==> config.mk <==
export PLATFORM = sky130hd
export DESIGN_NAME = request_encoder4to2_flat
export DESIGN_NICKNAME = d
export VERILOG_FILES = /design/src/rtl/request_encoder4to2_if.sv /design/src/rtl/request_encoder4to2.sv /design/src/flat_wrapper.sv
export SDC_FILE = /design/constraint.sdc
export NUM_CORES = 1
export LEC_CHECK = 0
export CAP_MARGIN = 20
export CELL_PAD_IN_SITES_DETAIL_PLACEMENT = 1
export CELL_PAD_IN_SITES_GLOBAL_PLACEMENT = 1
export CORE_MARGIN = 3
export CORE_UTILIZATION = 34
export CTS_BUF_LIST = sky130_fd_sc_hd__clkbuf_2
export DETAILED_ROUTE_END_ITERATION = 8
export GPL_ROUTABILITY_DRIVEN = 0
export PLACE_DENSITY_LB_ADDON = 0.1
export SLEW_MARGIN = 10
export SYNTH_ARGS = -nofsm -noshare
export SYNTH_HDL_FRONTEND = slang
export SYNTH_SLANG_ARGS = --single-unit
==> constraint.sdc <==
create_clock -name clk -period 1.95 [get_ports clk]
set_clock_uncertainty 0.15 [all_clocks]
set_input_delay 0.2925 -clock clk [delete_from_list [all_inputs] [get_ports clk]]
set_output_delay 0.2925 -clock clk [all_outputs]
set_load 0.02 [all_outputs]
==> src/rtl/request_encoder4to2_if.sv <==
// Request/grant bundle between the requesters, the encoder and its consumer.
//   req     : level requests, bit i = requester i
//   ready   : consumer accepts the current address this cycle
//   valid   : address/onehot/multi hold a grant
//   address : encoded index of the granted requester
//   onehot  : one-hot copy of address while valid, else 0
//   multi   : more than one request was set when the grant was captured
// master drives req/ready (requesters + consumer side), slave is the encoder.
interface request_encoder4to2_if;
  logic [3:0] req;
  logic       ready;
  logic       valid;
  logic [1:0] address;
  logic [3:0] onehot;
  logic       multi;

  modport master (output req, ready, input valid, address, onehot, multi);
  modport slave  (input req, ready, output valid, address, onehot, multi);
endinterface

==> src/rtl/request_encoder4to2.sv <==
// Registered 4-to-2 request encoder with valid/ready handshake.
// Turns up to four level requests into a 2-bit address for a single consumer,
// serving requesters one per transfer. All outputs are registered.
//
// Ports:
//   clk   : rising-edge clock
//   reset : asynchronous, active-high reset
//   bus   : request_encoder4to2_if.slave (req, ready in; valid, address,
//           onehot, multi out)
// Parameter:
//   RESET_PTR : round-robin pointer after reset (index searched first)
// Build option:
//   REQUEST_ENCODER_RR_EN defined   -> round-robin selection from the pointer
//   REQUEST_ENCODER_RR_EN undefined -> fixed priority, index 0 highest
module request_encoder4to2 #(
  parameter logic [1:0] RESET_PTR = 2'd0
) (
  input  logic                   clk,
  input  logic                   reset,
  request_encoder4to2_if.slave   bus
);

  typedef enum logic {IDLE, GRANT} state_t;

  state_t     state;
  logic       valid_q;
  logic [1:0] address_q;
  logic [3:0] onehot_q;
  logic       multi_q;

  logic [1:0] base;
  logic [1:0] pick;
  logic       many;

  // First set bit of r searching p, p+1, ... wrapping 3->0. Scanning the
  // offsets from farthest to nearest lets the nearest hit overwrite.
  function automatic logic [1:0] sel(input logic [3:0] r, input logic [1:0] p);
    logic [1:0] idx;
    sel = p;
    for (int k = 3; k >= 0; k--) begin
      idx = p + 2'(k);
      if (r[idx]) sel = idx;
    end
  endfunction

`ifdef REQUEST_ENCODER_RR_EN
  logic [1:0] ptr;

  // On a transfer the next search starts just past the current grant, which
  // is the value ptr is about to take; in IDLE the stored pointer is used.
  assign base = (state == GRANT) ? address_q + 2'd1 : ptr;
`else
  // Fixed priority always searches from index 0. RESET_PTR has no effect in
  // this build; folding it to zero keeps the parameter referenced.
  localparam logic [1:0] FIXED_BASE = RESET_PTR & 2'b00;
  assign base = FIXED_BASE;
`endif

  assign pick = sel(bus.req, base);
  // popcount > 1 <=> clearing the lowest set bit leaves something behind
  assign many = |(bus.req & (bus.req - 4'd1));

  always_ff @(posedge clk or posedge reset) begin
    if (reset) begin
      state     <= IDLE;
      valid_q   <= 1'b0;
      address_q <= 2'b00;
      onehot_q  <= 4'b0000;
      multi_q   <= 1'b0;
`ifdef REQUEST_ENCODER_RR_EN
      ptr       <= RESET_PTR;
`endif
    end else begin
      case (state)
        IDLE: begin
          // ready is ignored here; only a request starts a grant
          if (|bus.req) begin
            state     <= GRANT;
            valid_q   <= 1'b1;
            address_q <= pick;
            onehot_q  <= 4'b0001 << pick;
            multi_q   <= many;
          end
        end
        GRANT: begin
          // Without ready everything holds; req changes are not looked at,
          // so a grant is never withdrawn.
          if (bus.ready) begin
`ifdef REQUEST_ENCODER_RR_EN
            ptr <= address_q + 2'd1;
`endif
            if (|bus.req) begin
              address_q <= pick;
              onehot_q  <= 4'b0001 << pick;
              multi_q   <= many;
            end else begin
              state     <= IDLE;
              valid_q   <= 1'b0;
              address_q <= 2'b00;
              onehot_q  <= 4'b0000;
              multi_q   <= 1'b0;
            end
          end
        end
        default: state <= IDLE;
      endcase
    end
  end

  assign bus.valid   = valid_q;
  assign bus.address = address_q;
  assign bus.onehot  = onehot_q;
  assign bus.multi   = multi_q;

endmodule

==> src/flat_wrapper.sv <==
// flat-port wrapper written by rule: the top's interface ports become plain ports
module request_encoder4to2_flat 
#(
  parameter logic [1:0] RESET_PTR = 2'd0
)
  (clk, reset, bus_req, bus_ready, bus_valid, bus_address, bus_onehot, bus_multi);
  request_encoder4to2_if bus_i ();
  input  logic clk;
  input  logic reset;
  input wire logic [$bits(bus_i.req)-1:0] bus_req;
  input wire logic [$bits(bus_i.ready)-1:0] bus_ready;
  output wire logic [$bits(bus_i.valid)-1:0] bus_valid;
  output wire logic [$bits(bus_i.address)-1:0] bus_address;
  output wire logic [$bits(bus_i.onehot)-1:0] bus_onehot;
  output wire logic [$bits(bus_i.multi)-1:0] bus_multi;
  assign bus_i.req = bus_req;
  assign bus_i.ready = bus_ready;
  assign bus_valid = bus_i.valid;
  assign bus_address = bus_i.address;
  assign bus_onehot = bus_i.onehot;
  assign bus_multi = bus_i.multi;
  request_encoder4to2 #(.RESET_PTR(RESET_PTR)) u_core (.clk(clk), .reset(reset), .bus(bus_i));
endmodule
==> results by group, run 1 <==
Floorplanning
  • I/O pin count: 15
  • Die Area: 1800 sq um
  • Die W: 42.5 um
  • Core ar.: 1170 sq um
  • Die height: 42.5 um
  • Row count: 12
  • Initial core utilization: 38.6%

Placed design
  • Post-DP HPWL: 933 um
  • Placed Area: 637 sq um
  • Port Buf Inserts: 14
  • Dpl cells: 75

STA
  • Tcrit/Tclk final: 86.8%
  • Count of final hold-check violations: 0
  • Slew @ Worst Pin: 0.337 ns
  • Final setup vio count: 0
  • RSZ-0062 raised after global routing: false
  • Max Slew Vio Count: 0
  • Maximum clock rate: 591 MHz
  • Slew headroom: 77.5%
  • TNS Setup: 0 ns
  • Post-route minimum period: 1.69 ns

Synthesis
  • Async SR Flop Fraction: 100%
  • Post-Syn Nets: 51
  • Primary FF master, synth: dfrtp_1
  • Synth warnings: 0
  • Synth top area share: 49.9%
  • Post-synth cell types: 23
  • Post-synthesis sequential area ratio: 49.9%
  • #FFs+latches synth: 9
  • Cell Area, Synth: 452 sq um
  • Most common cell in the netlist: dfrtp_1
  • Syn_area_per_cell: 10.3 sq um
  • Largest cells by area after synthesis: dfrtp_1 (50%), inv_1 (5.8%), nor4_4 (4.7%)
  • Cell accounting for the most synthesized area: dfrtp_1
  • EDFF count, synth: 0
  • Post-synthesis cell count: 44
  • Most frequent cells after synthesis: dfrtp_1 (9), inv_1 (7), nor2_1 (3)

Setup path
  • Crit Path Category: reg2out
  • Worst EP arrival: 1.25 ns
  • CP max stage delay: 0.62 ns
  • Worst-path maximum fanout: 2
  • Critical Path, Cell by Cell: clkdlybuf4s50_1
  • Worst path bufs/invs: 1
  • Slowest library cell on the worst path: clkdlybuf4s50_1
  • Crit path max-delay family: buffers and inverters
  • CP required: 1.51 ns
  • Worst Setup End Kind: primary output
  • Crit start category: register

Cells and area
  • Final net count: 73
  • Cell Count, Final, Fillers Out: 79
  • FILL cells: 150
  • Final core occ: 56.1%
  • Share of layout cells above drive strength 1: 20.0%
  • Area Overhead vs Synth: 45.4%
  • Final instance area: 657 sq um
  • Ant. Diodes: 0

Pwr
  • Sw Pwr: 0.145 mW
  • Power share of the clock group: 26.6%
  • Logic pwr share: 27.8%
  • Sw Share: 30.8%
  • Pwr Total: 0.472 mW
  • Pint: 0.327 mW
  • Leak: 0.292 nW
  • Seq pwr share: 45.6%
  • Power Dens Cells: 718 nW/um^2
  • VDD IR max: 0.336 mV

Clocking
  • Num CTS Buffers: 3
  • Post-CTS Hold Buffers: 0
  • PostCTS Resize Cnt: 0
  • Root Buffer: clkbuf_2
  • CTS Sinks: 9
  • Setup Fix Bufs, Post-CTS: 0
  • Worst skew pair latency: 0.23 ns
  • CTS tree: built
  • Clock Path Buffers: 2
  • H-tree depth: 1
  • Clock transition at path regs: 0.12 ns

GRT
  • Vias in the first global route: 442
  • Total track usage: 15.6%
  • Largest net degree at the start of global routing: 10
  • Grt peak-use layer: met2
  • Wire length of the first global-routing pass: 1950 um
  • Global route overflow: 0
  • Met1 global-route usage: 15.7%
  • Met2 Track Usage GR: 26.4%
  • GR Util met3: 5.15%
  • Initial antenna violation count: 0

Route
  • DRT iter0 DRCs: 11
  • Residual DRC count: 0
  • ANT nets after route: 0
  • Drt first pass iters: 4
  • Drt wl/cell: 14.6 um
  • Routed vias: 415
  • WL final: 1160 um
  • Via density: 5.25

Flow run
  • Max_cap viols: 0

Status
  • Outcome: complete, no violations

Min path
  • Min-Delay Path Class: in2async
[cell type report]
class | count | area, sq um | area share (%)
Clock buffer | 4 | 20.0 | 3.05
Multi-Input combinational cell | 26 | 190 | 29.0
Sequential cell | 9 | 225 | 34.3
Inverter | 7 | 26.3 | 4.00
Timing Repair Buffer | 19 | 178 | 27.0
Tap cell | 14 | 17.5 | 2.67
[placed cells by master, fill, tap and decap left out, types with 2 or more instances in the layout]
cell	instances
dfrtp_1	9
o21ai_0	2
clkbuf_2	4
nor2_1	3
nand2b_1	2
o22ai_1	2
buf_4	5
clkdlybuf4s50_1	14
inv_1	7
nand3_1	2
[layer usage]
layer / wire (um) / part of all wire [%]
met3: 87 / 7.5
met2: 585 / 51
met1: 464 / 40
met5: 0 / 0
met4: 17 / 1.5
[final timing paths]
kind	from	endpoint	slack [ns]	depth (start not counted)
worst min register to register	u_core.bus.valid$_DFFE_PP0P_	u_core.bus.valid$_DFFE_PP0P_	0.37	1
worst max-delay path	u_core.bus.multi$_DFFE_PP0P_	bus_multi	0.26	1
worst min-delay path	reset	u_core.bus.onehot[1]$_DFFE_PP0P_	0.13	2
max in group asynchronous	reset	u_core.bus.valid$_DFFE_PP0P_	1.24	2
min in group clk	u_core.bus.valid$_DFFE_PP0P_	u_core.bus.valid$_DFFE_PP0P_	0.37	1
worst max register to register	u_core.state$_DFF_PP0_	u_core.bus.address[0]$_DFFE_PP0P_	0.64	3
[sequential cells by signal, summed over array words and instances, names as in the netlist]
signal / cells
u_core.bus.onehot: 4
u_core.bus.address: 2
u_core.bus.multi: 1
u_core.bus.valid: 1
u_core.state: 1
[power groups by stage]
stage / clock (mW) / combinational (mW) / sequential (mW)
finish: 0.125 / 0.131 / 0.215
global route: 0.143 / 0.142 / 0.217
CTS: 0.128 / 0.134 / 0.215
detailed placement: 0 / 0.133 / 0.219
global placement: 0 / 0.128 / 0.217
floorplan: 0 / 0.0408 / 0.240
[metrics by stage]
stage / hold slack [ns] / setup WS (ns)
after floorplan: -0.0296 / 0.489
after global placement: 0.322 / 0.144
after detailed placement: 0.346 / 0.0989
after CTS: 0.148 / 0.253
after global routing: 0.164 / 0.202
final: 0.129 / 0.258
[cell families (layout without fill, tap and decap cells)]
group	count (synthesis)	in the layout	synth area share [%]
buf+inv	9	30	8.03
compound gates	12	12	19.1
fa+ha+maj	1	1	2.22
mux	1	1	3.32
simple gates	12	12	17.5
flops	9	9	49.9
Note: power is estimated with default switching activity, not from simulation.
==> run 2, diff against run 1 <==
Settings changed: GPL_TIMING_DRIVEN from default to 0.
==> run 2 against run 1 <==
Effect of this change:
- final cell count decreased by 5.1%
- global-route usage down 3.9 points
- combinational power down 5%
- power is 3.6% lower
- largest cell class unchanged
==> results by group, run 2 (synthesis gave the netlist of run 1 again) <==
Status
  • Outcome: complete, no violations

STA
  • Maximum clock rate: 567 MHz (-4.0%)
  • Final setup margin: 0.188 ns (-0.0705 ns)
  • Max Slew Vio Count: 0 (unchanged)
  • Post-route minimum period: 1.76 ns (+0.0705 ns)
  • Slew headroom: 76.5% (-1.0 points)
  • RSZ-0062 raised after global routing: false
  • Final setup vio count: 0 (unchanged)
  • Count of final hold-check violations: 0 (unchanged)
  • Slew @ Worst Pin: 0.352 ns (+0.0157 ns)
  • Tcrit/Tclk final: 90.4% (+3.6 points)

GRT
  • Total track usage: 11.6% (-3.9 points)
  • Vias in the first global route: 381 (-14%)
  • Largest net degree at the start of global routing: 10 (unchanged)
  • Wire length of the first global-routing pass: 1590 um (-18%)
  • Global route overflow: 0 (unchanged)
  • Initial antenna violation count: 0 (unchanged)

Placed design
  • Placed Area: 599 sq um (-5.9%)
  • Port Buf Inserts: 13 (-1)
  • Dpl cells: 71 (-5.3%)
  • Setup slack at placement: -0.0629 ns (-0.162 ns)
  • Post-DP HPWL: 801 um (-14%)

Route
  • ANT nets after route: 0 (unchanged)
  • Drt first pass iters: 2 (-2)
  • Residual DRC count: 0 (unchanged)
  • Routed vias: 377 (-9.2%)
  • Via density: 5.03 (-4.3%)
  • Drt wl/cell: 13.0 um (-11%)
  • DRT iter0 DRCs: 1 (-10)
  • WL final: 976 um (-15%)

Setup path
  • Crit start category: input pin
  • Slowest library cell on the worst path: clkdlybuf4s50_1
  • CP required: 1.92 ns (+0.41 ns)
  • Worst R2R Start: u_core.state$_DFF_PP0_
  • Critical Path, Cell by Cell: clkdlybuf4s50_1, nor4_4, a21boi_2, mux2_4
  • Worst Setup End Kind: register
  • Crit Path Category: in2reg
  • Worst Setup SP: bus_req[1]
  • Worst-path maximum fanout: 6 (+4)
  • Worst EP arrival: 1.73 ns (+0.48 ns)
  • CP max stage delay: 0.53 ns (-0.09 ns)
  • Worst Reg-to-Reg Cells: 4 (+1)

Pwr
  • Logic pwr share: 27.2% (-0.6 points)
  • VDD IR max: 0.361 mV (+7.4%)
  • Power share of the clock group: 25.8% (-0.8 points)
  • Seq pwr share: 47.1% (+1.5 points)
  • Sw Share: 29.6% (-1.2 points)
  • Leak: 0.271 nW (-6.9%)
  • Sw Pwr: 0.135 mW (-7.3%)
  • Power Dens Cells: 734 nW/um^2 (+2.2%)
  • Pwr Total: 0.455 mW (-3.6%)
  • Pint: 0.320 mW (-2.0%)

Cells and area
  • Final net count: 69 (-5.5%)
  • Share of layout cells above drive strength 1: 16.4% (-3.6 points)
  • FILL cells: 143 (-4.7%)
  • Area Overhead vs Synth: 37.1%
  • Max reg flops: 4 (unchanged)
  • Most common cell after layout, fill and taps aside: clkdlybuf4s50_1
  • Most frequent cells in the layout: clkdlybuf4s50_1 (13), dfrtp_1 (9), inv_1 (7)
  • Ant. Diodes: 0 (unchanged)
  • Cell Count, Final, Fillers Out: 75 (-5.1%)
  • Final instance area: 619 sq um (-5.7%)

Clocking
  • Clock transition at path regs: 0.10 ns (-0.02 ns)
  • Clock Path Buffers: 2 (unchanged)
  • PostCTS Resize Cnt: 0 (unchanged)
  • Num CTS Buffers: 3 (unchanged)
  • CTS Sinks: 9 (unchanged)
  • CTS tree: built
  • Setup Fix Bufs, Post-CTS: 0 (unchanged)
  • Worst skew pair latency: 0.23 ns (about the same)
  • H-tree depth: 1 (unchanged)
  • Root Buffer: clkbuf_2
  • Post-CTS Hold Buffers: 0 (unchanged)

Min path
  • Min-Delay Path Class: in2async

Floorplanning
  • I/O pin count: 15 (unchanged)
  • Row count: 12 (unchanged)
  • Die height: 42.5 um (unchanged)
  • Initial core utilization: 38.6% (unchanged)
  • Die Area: 1800 sq um (unchanged)
  • Core ar.: 1170 sq um (unchanged)
  • Die W: 42.5 um (unchanged)

Flow run
  • Max_cap viols: 0 (unchanged)
==> run 2: layout make-up <==
class	instances	area, sq um	area share, %
clock buffers	4	20.0	3.23
multi-input cells	26	190	30.7
plain buffers	2	10.0	1.62
well taps	14	17.5	2.83
inverters	7	26.3	4.24
repair buffers	13	130	21.0
flip-flops and latches	9	225	36.4
==> run 2: final timing paths <==
check                                                          to  slack [ns]
max in group asynchronous            u_core.bus.valid$_DFFE_PP0P_        1.22
worst min register to register       u_core.bus.valid$_DFFE_PP0P_        0.36
worst max register to register  u_core.bus.address[0]$_DFFE_PP0P_        0.33
min in group clk                 u_core.bus.onehot[3]$_DFFE_PP0P_        0.24
worst max-delay path            u_core.bus.address[0]$_DFFE_PP0P_        0.19
worst min-delay path             u_core.bus.onehot[1]$_DFFE_PP0P_        0.16
==> run 2: worst max-delay path: cells and delay by family <==
family,cells,cell delay (ns)
muxes,1,0.32
buffers and inverters,1,0.53
and+or+nand+nor,1,0.42
AOI/OAI and AO/OA,1,0.17
==> run 2: routing by layer <==
layer / GRT usage, % / share of wire, % / vias up
li1: - / - / 185
met1: 12.9 / 45 / 180
met2: 21.3 / 47 / 12
met3: 3.00 / 7.3 / 0
met4: 3.73 / 0 / 0
met5: 0 / 0 / -
==> run 2: per-stage QoR <==
step	hold WS, ns	utilization (%)	setup TNS [ns]
finish	0.163	52.9	0
global route	0.181	52.9	0
CTS	0.164	52.9	0
detailed placement	0.343	51.2	-0.0629
global placement	0.323	51.2	-0.0400
floorplan	-0.0296	-	0
==> run 2: power groups by stage <==
| stage | sequential (mW) | clock, mW | combinational [mW] |
|---|---|---|---|
| floorplan | 0.240 | 0 | 0.0408 |
| global placement | 0.217 | 0 | 0.121 |
| detailed placement | 0.219 | 0 | 0.124 |
| CTS | 0.214 | 0.121 | 0.125 |
| global route | 0.217 | 0.134 | 0.132 |
| finish | 0.214 | 0.117 | 0.124 |
